**src/rtl/sata_crc_pkg.sv**
```systemverilog
// Shared SATA frame CRC definitions: default polynomial/seed and the
// dword-at-a-time CRC step used by both the transmit and receive checkers.
package sata_crc_pkg;

   localparam logic [31:0] SATA_POLYNOMIAL  = 32'h04c1_1db7;
   localparam logic [31:0] SATA_INITIAL_CRC = 32'h5232_5032;

   // MSB-first shift of one dword through the CRC register.
   function automatic logic [31:0] advance_crc(
      input logic [31:0] prior,
      input logic [31:0] dword,
      input logic [31:0] poly = SATA_POLYNOMIAL
   );
      logic [31:0] s;
      logic [31:0] d;
      logic        fb;
      s = prior;
      d = dword;
      for (int unsigned k = 0; k < 32; k++) begin
         fb = s[31] ^ d[31];
         s  = {s[30:0], 1'b0} ^ (fb ? poly : '0);
         d  = {d[30:0], 1'b0};
      end
      return s;
   endfunction

endpackage

```
**src/rtl/satarx_crc.sv**
```systemverilog
// Receive-side SATA CRC checker: strips the trailing CRC dword from each frame,
// forwards the data and flags the CRC verdict on the last forwarded beat.
module satarx_crc
   import sata_crc_pkg::*;
#(
   parameter logic [31:0] POLYNOMIAL   = SATA_POLYNOMIAL,
   parameter logic [31:0] INITIAL_CRC  = SATA_INITIAL_CRC,
   parameter bit          OPT_LOWPOWER = 1'b1
) (
   input  logic        S_AXI_ACLK,
   input  logic        S_AXI_ARESET,
   input  logic        S_AXIS_TVALID,
   output logic        S_AXIS_TREADY,
   input  logic [31:0] S_AXIS_TDATA,
   input  logic        S_AXIS_TLAST,
   output logic        M_AXIS_TVALID,
   input  logic        M_AXIS_TREADY,
   output logic [31:0] M_AXIS_TDATA,
   output logic        M_AXIS_TLAST,
   output logic        M_AXIS_TUSER,
   output logic        o_crc_err,
   output logic        o_short_frame
);

   typedef enum logic {S_EMPTY, S_HELD} state_t;

   state_t      r_state, w_state_nxt;
   logic [31:0] r_crc, r_held, w_crc_adv;
   logic        r_mvalid, r_mlast, r_muser, r_crc_err, r_short;
   logic [31:0] r_mdata;
   logic        w_sready, w_accept, w_emit, w_short, w_bad, w_frame_err;

   assign w_sready  = !r_mvalid || M_AXIS_TREADY;
   assign w_accept  = S_AXIS_TVALID && w_sready;
   assign w_crc_adv = advance_crc(r_crc, r_held, POLYNOMIAL);

   always_ff @(posedge S_AXI_ACLK) begin
      if (S_AXI_ARESET) r_state <= S_EMPTY;
      else              r_state <= w_state_nxt;
   end

   always_comb begin
      w_state_nxt = r_state;
      if (w_accept) w_state_nxt = S_AXIS_TLAST ? S_EMPTY : S_HELD;
   end

   always_comb begin
      w_emit      = w_accept && (r_state == S_HELD);
      w_short     = w_accept && (r_state == S_EMPTY) && S_AXIS_TLAST;
      w_bad       = (w_crc_adv != S_AXIS_TDATA);
      w_frame_err = w_emit && S_AXIS_TLAST && w_bad;
   end

   always_ff @(posedge S_AXI_ACLK) begin
      if (S_AXI_ARESET) begin
         r_crc     <= INITIAL_CRC;
         r_held    <= '0;
         r_mvalid  <= 1'b0;
         r_mdata   <= '0;
         r_mlast   <= 1'b0;
         r_muser   <= 1'b0;
         r_crc_err <= 1'b0;
         r_short   <= 1'b0;
      end else begin
         r_crc_err <= w_frame_err || w_short;
         r_short   <= w_short;
         if (w_accept) begin
            // The CRC only absorbs a dword once it is known to be data, not CRC.
            if (S_AXIS_TLAST)            r_crc <= INITIAL_CRC;
            else if (r_state == S_HELD)  r_crc <= w_crc_adv;
            if (!S_AXIS_TLAST)           r_held <= S_AXIS_TDATA;
         end
         if (w_emit) begin
            r_mvalid <= 1'b1;
            r_mdata  <= r_held;
            r_mlast  <= S_AXIS_TLAST;
            r_muser  <= S_AXIS_TLAST && w_bad;
         end else if (M_AXIS_TREADY) begin
            r_mvalid <= 1'b0;
            if (OPT_LOWPOWER) begin
               r_mdata <= '0;
               r_mlast <= 1'b0;
               r_muser <= 1'b0;
            end
         end
      end
   end

   assign S_AXIS_TREADY = w_sready;
   assign M_AXIS_TVALID = r_mvalid;
   assign M_AXIS_TDATA  = r_mdata;
   assign M_AXIS_TLAST  = r_mlast;
   assign M_AXIS_TUSER  = r_muser;
   assign o_crc_err     = r_crc_err;
   assign o_short_frame = r_short;

endmodule
```
**config.mk**
```make
export PLATFORM = sky130hd
export DESIGN_NAME = satarx_crc
export DESIGN_NICKNAME = d
export VERILOG_FILES = /design/src/rtl/sata_crc_pkg.sv /design/src/rtl/satarx_crc.sv
export SDC_FILE = /design/constraint.sdc
export NUM_CORES = 1
export LEC_CHECK = 0
export CAP_MARGIN = 10
export CELL_PAD_IN_SITES_DETAIL_PLACEMENT = 1
export CELL_PAD_IN_SITES_GLOBAL_PLACEMENT = 1
export CORE_AREA = 4 4 171 173
export CTS_CLUSTER_DIAMETER = 80
export CTS_CLUSTER_SIZE = 12
export DETAILED_ROUTE_END_ITERATION = 6
export DIE_AREA = 0 0 175 177
export GPL_TIMING_DRIVEN = 0
export PLACE_DENSITY = 0.61
export SYNTH_ARGS = -nofsm -noshare
export SYNTH_HDL_FRONTEND = slang
export SYNTH_SLANG_ARGS = --single-unit
```
**constraint.sdc**
```tcl
create_clock -name S_AXI_ACLK -period 6.1 [get_ports S_AXI_ACLK]
set_clock_uncertainty 0.1 [all_clocks]
set_input_delay 0.915 -clock S_AXI_ACLK [delete_from_list [all_inputs] [get_ports S_AXI_ACLK]]
set_output_delay 0.915 -clock S_AXI_ACLK [all_outputs]
set_load 0.005 [all_outputs]
```
; After elaboration in Yosys (flattened, before gate mapping)
; Cells that the tools add are included.
[classes]
add_sub_neg = 0
n_lt_le_gt_ge = 0
n_mux = 41
eq_ne = 1
n_mul = 0
n_div = 0
n_bitwise = 66
reduce_logical = 14
n_shift = 0
[op_table]
columns = op, n
row1 = $xor A32 B27 Y32, 32
row2 = $mux W27, 32
row3 = $mux W32, 4
row4 = $ne A32 B32 Y1, 1
row5 = $xor A1 B1 Y1, 32
row6 = $logic_and A1 B1 Y1, 7
row7 = $mux W1, 5
row8 = $reduce_and A2 Y1, 2
row9 = $reduce_bool A2 Y1, 2
row10 = $logic_or A1 B1 Y1, 2
row11 = $not A1 Y1, 2
row12 = $logic_not A1 Y1, 1
[totals]
mem_bits_ro = 0
n_memories = 0
latchBits = 0
ramBits = 0
word_cells = 131
output_inout_bits = 38
register_bits = 102

; Longest topological paths before layout
; Gate-level depths: netlist of run 1.
[logic_depth]
word_depth = 99
depth_mapped = 12
mapped_depth_nobuf = 12

; Worst setup path after synthesis of run 1
; OpenSTA, ideal clock, no wires.
[synth_path]
path_kind = reg2reg
from = register r_held[31]
to = register r_crc_err, in the netlist o_crc_err
n_path_buf = 0
setup_time_ns = 0.130
required_ns = 5.870
slack_ns = 1.648
arrival_ns = 4.222
path_stages_with_launch = 13
cell_sequence = dfxtp_1 -> xnor2_4 -> xnor3_2 -> xnor3_2 -> xnor3_1 -> xor3_2 -> xnor3_2 -> xor2_2 -> xnor2_1 -> a2111oi_2 -> o2111ai_1 -> nor4_2 -> a21oi_1
[synth_via]
elab_chain_cells = 47
elab_cells_between_ends = 75
[synth_rtl]
columns = element, line
row1 = start: declaration, satarx_crc.sv:28  ; logic [31:0] r_crc, r_held, w_crc_adv;
row2 = start signal: assignment, satarx_crc.sv:57  ; r_held <= '0;
row3 = start signal: assignment, satarx_crc.sv:71  ; if (!S_AXIS_TLAST) r_held <= S_AXIS_TDATA;
row4 = $xor A1 B1 Y1 (*), sata_crc_pkg.sv:20  ; fb = s[31] ^ d[31];
row5 = $mux W27 (*), sata_crc_pkg.sv:21  ; s = {s[30:0], 1'b0} ^ (fb ? poly : '0);
row6 = $xor A32 B27 Y32 (*) (6 in series), sata_crc_pkg.sv:21
row7 = $xor A1 B1 Y1, sata_crc_pkg.sv:20
row8 = $mux W27, sata_crc_pkg.sv:21
row9 = $xor A32 B27 Y32 (*) (6 in series), sata_crc_pkg.sv:21
row10 = $xor A1 B1 Y1, sata_crc_pkg.sv:20
row11 = $mux W27, sata_crc_pkg.sv:21
row12 = [15 not listed], n/a
row13 = $mux W27, sata_crc_pkg.sv:21
row14 = $xor A32 B27 Y32 (*) (6 in series), sata_crc_pkg.sv:21
row15 = $xor A1 B1 Y1, sata_crc_pkg.sv:20
row16 = $mux W27, sata_crc_pkg.sv:21
row17 = $xor A32 B27 Y32 (*) (2 in series), sata_crc_pkg.sv:21
row18 = $ne A32 B32 Y1 (*), satarx_crc.sv:50  ; w_bad = (w_crc_adv != S_AXIS_TDATA);
row19 = $logic_and A1 B1 Y1 (*), satarx_crc.sv:51  ; w_frame_err = w_emit && S_AXIS_TLAST && w_bad;
row20 = $logic_or A1 B1 Y1 (*), satarx_crc.sv:65  ; r_crc_err <= w_frame_err || w_short;
row21 = end signal: assignment, satarx_crc.sv:65
row22 = end: declaration, satarx_crc.sv:29  ; logic r_mvalid, r_mlast, r_muser, r_crc_err, r_short;
; Every way passes the cells marked *; elsewhere a longest branch is shown, timed or not.
; A chain may end at the register's enable or synchronous reset.

; Final worst setup path of run 1
[layout_path]
from = register r_held[24]
to = register r_crc_err, in the netlist o_crc_err
[layout_via]
elab_chain_cells = 38
elab_cells_between_ends = 54
[layout_rtl]
columns = element, line
row1 = $xor A1 B1 Y1 (*), sata_crc_pkg.sv:20
row2 = $mux W27 (*), sata_crc_pkg.sv:21
row3 = $xor A32 B27 Y32 (*) (6 in series), sata_crc_pkg.sv:21
row4 = $xor A1 B1 Y1, sata_crc_pkg.sv:20
row5 = $mux W27, sata_crc_pkg.sv:21
row6 = $xor A32 B27 Y32 (*) (6 in series), sata_crc_pkg.sv:21
row7 = $xor A1 B1 Y1, sata_crc_pkg.sv:20
row8 = $mux W27, sata_crc_pkg.sv:21
row9 = [7 not listed], n/a
row10 = $mux W27, sata_crc_pkg.sv:21
row11 = $xor A32 B27 Y32 (*) (6 in series), sata_crc_pkg.sv:21
row12 = $xor A1 B1 Y1, sata_crc_pkg.sv:20
row13 = $mux W27, sata_crc_pkg.sv:21
row14 = $xor A32 B27 Y32 (*), sata_crc_pkg.sv:21
row15 = $ne A32 B32 Y1 (*), satarx_crc.sv:50
row16 = $logic_and A1 B1 Y1 (*), satarx_crc.sv:51
row17 = $logic_or A1 B1 Y1 (*), satarx_crc.sv:65
; Marks and branches as above.

==> results of run 1 <==
## state kept, by name, summed over array words and instances, names as in the netlist
signal	cells
r_state	1
r_crc	32
M_AXIS_TUSER	1
M_AXIS_TVALID	1
o_crc_err	1
r_held	32
M_AXIS_TLAST	1
o_short_frame	1
M_AXIS_TDATA	32
## synth_stat cells (all sizes together)
| library cell | n | area share, % |
|---|---|---|
| xnor2 | 184 | 24 |
| dfxtp | 102 | 26 |
| nand2 | 81 | 3.8 |
| a21oi | 76 | 4.8 |
| xnor3 | 67 | 19 |
| nor2 | 61 | 2.9 |
| xor2 | 55 | 6.4 |
| clkbuf | 33 | 1.6 |
| nor3b | 32 | 3.0 |
| a22oi | 19 | 1.8 |
| nand2b | 7 | 0.55 |
| o21ai | 7 | 0.44 |
| xor3 | 7 | 2.1 |
| o22ai | 6 | 0.47 |
| nand3 | 4 | 0.25 |
| nor3 | 4 | 0.32 |
| inv | 3 | 0.14 |
| or2 | 3 | 0.24 |
| nor2b | 2 | 0.16 |
| nor4 | 2 | 0.24 |
| nor4b | 2 | 0.22 |
| o2111ai | 2 | 0.22 |
| o211ai | 2 | 0.19 |
| a2111oi | 1 | 0.19 |
| a211o | 1 | 0.11 |
| a221oi | 1 | 0.11 |
| and2 | 1 | 0.079 |
| and3 | 1 | 0.079 |
| buf | 1 | 0.047 |
| mux2i | 1 | 0.13 |
| nand3b | 1 | 0.095 |
| nand4 | 1 | 0.079 |
| nand4b | 1 | 0.11 |
| o21a | 1 | 0.095 |
| o2bb2ai | 1 | 0.11 |
| o31ai | 1 | 0.095 |
| o32ai | 1 | 0.11 |
| or3 | 1 | 0.079 |
## final cells by class
cell class / instances / area, um^2 / area share (%)
inverter: 3 / 11.3 / 0.119
clock buffer: 9 / 225 / 2.39
clock inverter: 7 / 77.6 / 0.822
tap: 378 / 473 / 5.01
buffer: 34 / 128 / 1.35
sequential: 102 / 2040 / 21.6
multi-input combinational: 637 / 5760 / 61.1
timing repair buffer: 72 / 721 / 7.63
## cell families (layout without fill, tap and decap cells)
family          count (synthesis)  count (layout)  share of synthesized area [%]
compound gates                119             119                           8.73
xor+xnor                      313             313                           51.4
buf+inv                        37             125                           1.75
flops                         102             102                           25.7
mux                             1               1                          0.126
simple gates                  204             204                           12.2
## tightest hold or removal path, stage by stage, from the launching register on
cell and delay [ns]:
dfxtp_1 0.32, nand2_1 0.05, nand2_1 0.04
## metrics by stage
step | std cells | utilization [%] | setup slack, ns | instance area [um^2]
floorplan | 776 | - | 1.65 | 7940
global placement | 1226 | 33.0 | 0.224 | 9130
detailed placement | 1226 | 33.0 | 0.176 | 9130
CTS | 1242 | 34.1 | 0.157 | 9430
global route | 1242 | 34.2 | 0.107 | 9440
finish | 1242 | 34.2 | 0.301 | 9440
## metal layers
metal / GRT usage, % / share of wire, % / vias to the layer above / wire length (um)
li1: - / - / 2773 / -
met1: 24.7 / 47 / 2896 / 12700
met2: 28.4 / 46 / 134 / 12400
met3: 2.99 / 4.9 / 29 / 1330
met4: 3.47 / 1.7 / 0 / 463
met5: 0 / 0 / - / 0
## how the worst max path moves through the flow
stage | end | slack, ns
after floorplan | o_crc_err$_SDFF_PP0_ | 1.65
after global placement | o_crc_err$_SDFF_PP0_ | 0.22
final | o_crc_err$_SDFF_PP0_ | 0.30
after global routing | o_crc_err$_SDFF_PP0_ | 0.11
after CTS | o_crc_err$_SDFF_PP0_ | 0.16
after detailed placement | o_crc_err$_SDFF_PP0_ | 0.18
==> run metrics, run 1 <==
Max Cap Viol=0; Num CTS Buffers=9; commonest non-fill, non-tap cell in the layout=xnor2_1; slowest cell delay on critical path=0.75 ns; CTS tree=done; status=completed; Critical-path top delay cell=xnor2_1; GRT Total Usage=17.5%; YS warnings=0; ANT cells=0; register area share after synthesis=25.7%; register bit count reported by yosys=102; Post-Syn Instances=776; drt drc=0; FF-to-FF path depth=12; Worst Setup Start Kind=flop; Area growth, synth to finish=18.9%; antenna viol nets, final=0; I/O Pins=75; H-tree depth=3; min-delay src=M_AXIS_TLAST$_SDFFE_PP0P_; DIE AREA=31000 um^2; largest net degree at the start of global routing=21; worst hold path type=reg -> reg; TritonRoute pass-1 iters=5; Synthesized Nets=813; CP Data Arrival Time=5.93 ns; Slew HR=25.1%; Routed WL=26.9 mm; hold depth=2; WP depth=12; CTS root buffer=clkbuf_16; via/cell ratio=4.70; # nets final=896; fraction of layout cells with a size suffix above 1=6.83%; count of different cell masters after synthesis=46; Mapped Avg Cell Area=10.2 um^2; Fin Setup TNS=0 ns; initial antenna violation count=0; routed len/inst=21.6 um; final setup vio count=0; IO Port Bufs=72; CP startpoint=r_held[24]$_SDFFE_PP0P_; GP Congestion=0.840; FILL cells=3199; chip width=175 um; routed vias=5832; Final min period=5.80 ns; Req. time, crit path=6.23 ns; setup repair bufs after CTS=0; r2r endpoint=o_crc_err$_SDFF_PP0_; most frequent cells in the layout=xnor2_1, dfxtp_1, nand2_1, a21oi_1, clkdlybuf4s50_1; CP delay by family, top=XOR/XNOR gates; max frequency=172 MHz; transition time of the tightest slew-check pin=1.12 ns; hold buffers post-CTS=0; First DRT Iteration DRCs=392; Crit Path Max Fanout=8; number of global-route vias before repair=6124; starting density of the core=28.7%; WS Path Type=reg -> reg; first-pass GRT wire length=40.0 mm; Slew Viols, Final=0; fin crit share=95.1%; grt ovf=0; CP Capture Type=flop; CTS Sinks=102; FP Rows=61; worst hold margin=0.349 ns; Top cell by count, worst path=xnor2_1; final hold vios=0; Max clock buf depth=2; sum of buffers and inverters on the critical path=0; CP cell instances=xnor2_2 > xnor2_1 > xnor2_1 > xnor2_2 > xnor3_2 > xor2_2 > xnor2_1 > xnor2_1 > nor4b_1 > nand4b_1 > nor4_2 > a21oi_1; dpl hpwl=22.0 mm; Die H=177 um; Mapped Area=7940 um^2; Core ar.=27600 um^2; worst skew pair latency=0.37 ns; Hold EP=M_AXIS_TLAST$_SDFFE_PP0P_; setup slack, reg-to-reg=0.30 ns; Crit Reg-Reg Startpoint=r_held[24]$_SDFFE_PP0P_; CTS resizes=0; Worst-path clk slew=0.08 ns; RSZ-0062 raised after global routing=false
Power of run 1 is left out: the tool's default activity adds up to more than one toggle a clock period on the data nets, which glitch-free logic cannot reach.
==> run 2, diff against run 1 <==
DONT_BUFFER_PORTS = 1   (was unset)
PLACE_DENSITY = 0.56   (was 0.61)
==> run 2 against run 1 <==
Net effect:
- worst setup slack worse by 0.068 ns
- die area unchanged
- utilization down 2.7 points
- cell count down 5.8%
- critical path depth unchanged
==> run metrics, run 2 (same netlist as run 1, synthesis figures left out) <==
# nets final=824; starting density of the core=28.7%; most frequent cells in the layout=xnor2_1, dfxtp_1, nand2_1, a21oi_1, nor2_1; CTS Sinks=102; Multi-input gate area=5760 um^2; hold buffers post-CTS=0; Worst Setup Start Kind=flop; CP delay by family, top=XOR/XNOR gates; slowest cell delay on critical path=0.87 ns; CP Capture Type=flop; Design Area, Final=8690 um^2; CTS root buffer=clkbuf_16; IO Port Bufs=0; RSZ-0062 raised after global routing=false; worst skew pair latency=0.36 ns; Final min period=5.87 ns; I/O Pins=75; Seq. cell area=2040 um^2; CTS tree=done; fin crit share=96.2%; routed vias=5551; worst hold path type=reg -> reg; FILL cells=3221; WS Path Type=reg -> reg; GP Congestion=0.841; antenna viol nets, final=0; H-tree depth=3; Cell Count, Final, Fillers Out=1170; Placed Area=8410 um^2; max frequency=170 MHz; grt ovf=0; sum of buffers and inverters on the critical path=0; Die H=177 um; CTS resizes=0; DIE AREA=31000 um^2; Worst-path clk slew=0.08 ns; Crit Path Max Fanout=6; Util after Layout=31.5%; CP cell instances=xnor2_2 > xnor2_1 > xnor2_1 > xnor2_1 > xnor3_2 > xor2_1 > xnor2_1 > xnor2_1 > nor4b_1 > nand4b_1 > nor4_2 > a21oi_1; Routed WL=26.8 mm; drt drc=0; fraction of layout cells with a size suffix above 1=7.20%; largest net degree at the start of global routing=19; Critical-path top delay cell=xnor2_1; number of global-route vias before repair=5784; CP Data Arrival Time=6.00 ns; Core ar.=27600 um^2; Num CTS Buffers=9; commonest non-fill, non-tap cell in the layout=xnor2_1; Max Cap Viol=0; Inst Count DP=1154; transition time of the tightest slew-check pin=1.01 ns; final hold vios=0; Fin Setup TNS=0 ns; Req. time, crit path=6.24 ns; chip width=175 um; Top cell by count, worst path=xnor2_1; ANT cells=0; setup repair bufs after CTS=0; first-pass GRT wire length=39.5 mm; final setup vio count=0; First DRT Iteration DRCs=337; Max clock buf depth=2; dpl hpwl=22.3 mm; routed len/inst=22.9 um; status=completed; initial antenna violation count=0; TritonRoute pass-1 iters=5; Slew HR=32.4%; Slew Viols, Final=0; via/cell ratio=4.74; GRT Total Usage=17.3%; Area growth, synth to finish=9.49%; FP Rows=61
run 2: worst reg2reg max path, stage by stage, from the launching register on:
cell,delay [ns]
dfxtp_1,0.35
xnor2_2,0.57
xnor2_1,0.41
xnor2_1,0.43
xnor2_1,0.87
xnor3_2,0.50
xor2_1,0.73
xnor2_1,0.16
xnor2_1,0.17
nor4b_1,0.53
nand4b_1,0.25
nor4_2,0.55
a21oi_1,0.13
run 2: path summary, 6_finish.rpt:
| kind | depth (start not counted) | start | slack [ns] | end |
|---|---|---|---|---|
| worst max-delay path | 12 | r_held[24]$_SDFFE_PP0P_ | 0.23 | o_crc_err$_SDFF_PP0_ |
| worst min-delay path | 2 | M_AXIS_TLAST$_SDFFE_PP0P_ | 0.38 | M_AXIS_TLAST$_SDFFE_PP0P_ |
| worst max register to register | 12 | r_held[24]$_SDFFE_PP0P_ | 0.23 | o_crc_err$_SDFF_PP0_ |
| worst min register to register | 2 | M_AXIS_TLAST$_SDFFE_PP0P_ | 0.38 | M_AXIS_TLAST$_SDFFE_PP0P_ |
run 2: layout make-up:
| type | instances | area share [%] |
|---|---|---|
| sequential | 102 | 23.5 |
| inverter | 3 | 0.130 |
| tap | 378 | 5.44 |
| buffer | 34 | 1.47 |
| multi-input combinational | 637 | 66.2 |
| clock buffer | 10 | 2.63 |
| clock inverter | 6 | 0.590 |
run 2: metal layers:
layer	up-vias	wire length [um]	track usage [%]
li1	2631	-	-
met1	2778	12100	23.3
met2	116	12500	28.3
met3	26	1780	4.49
met4	0	509	3.96
met5	-	0	0
run 2: per-stage QoR:
| step | setup WS, ns | hold slack, ns |
|---|---|---|
| final | 0.233 | 0.377 |
| after global routing | 0.104 | 0.410 |
| after CTS | 0.234 | 0.384 |
| after detailed placement | 0.241 | 0.368 |
| after global placement | 0.287 | 0.365 |
| after floorplan | 1.65 | 0.339 |
Power of run 2 is left out for the same reason.
==> run 3, diff against run 2 <==
DONT_BUFFER_PORTS = unset   (was 1)
PLACE_DENSITY = 0.61   (was 0.56)
==> results of run 3 <==
No change in the layout: final DEF, timing and power equal those of run 1.
Power of run 3 is left out for the same reason.
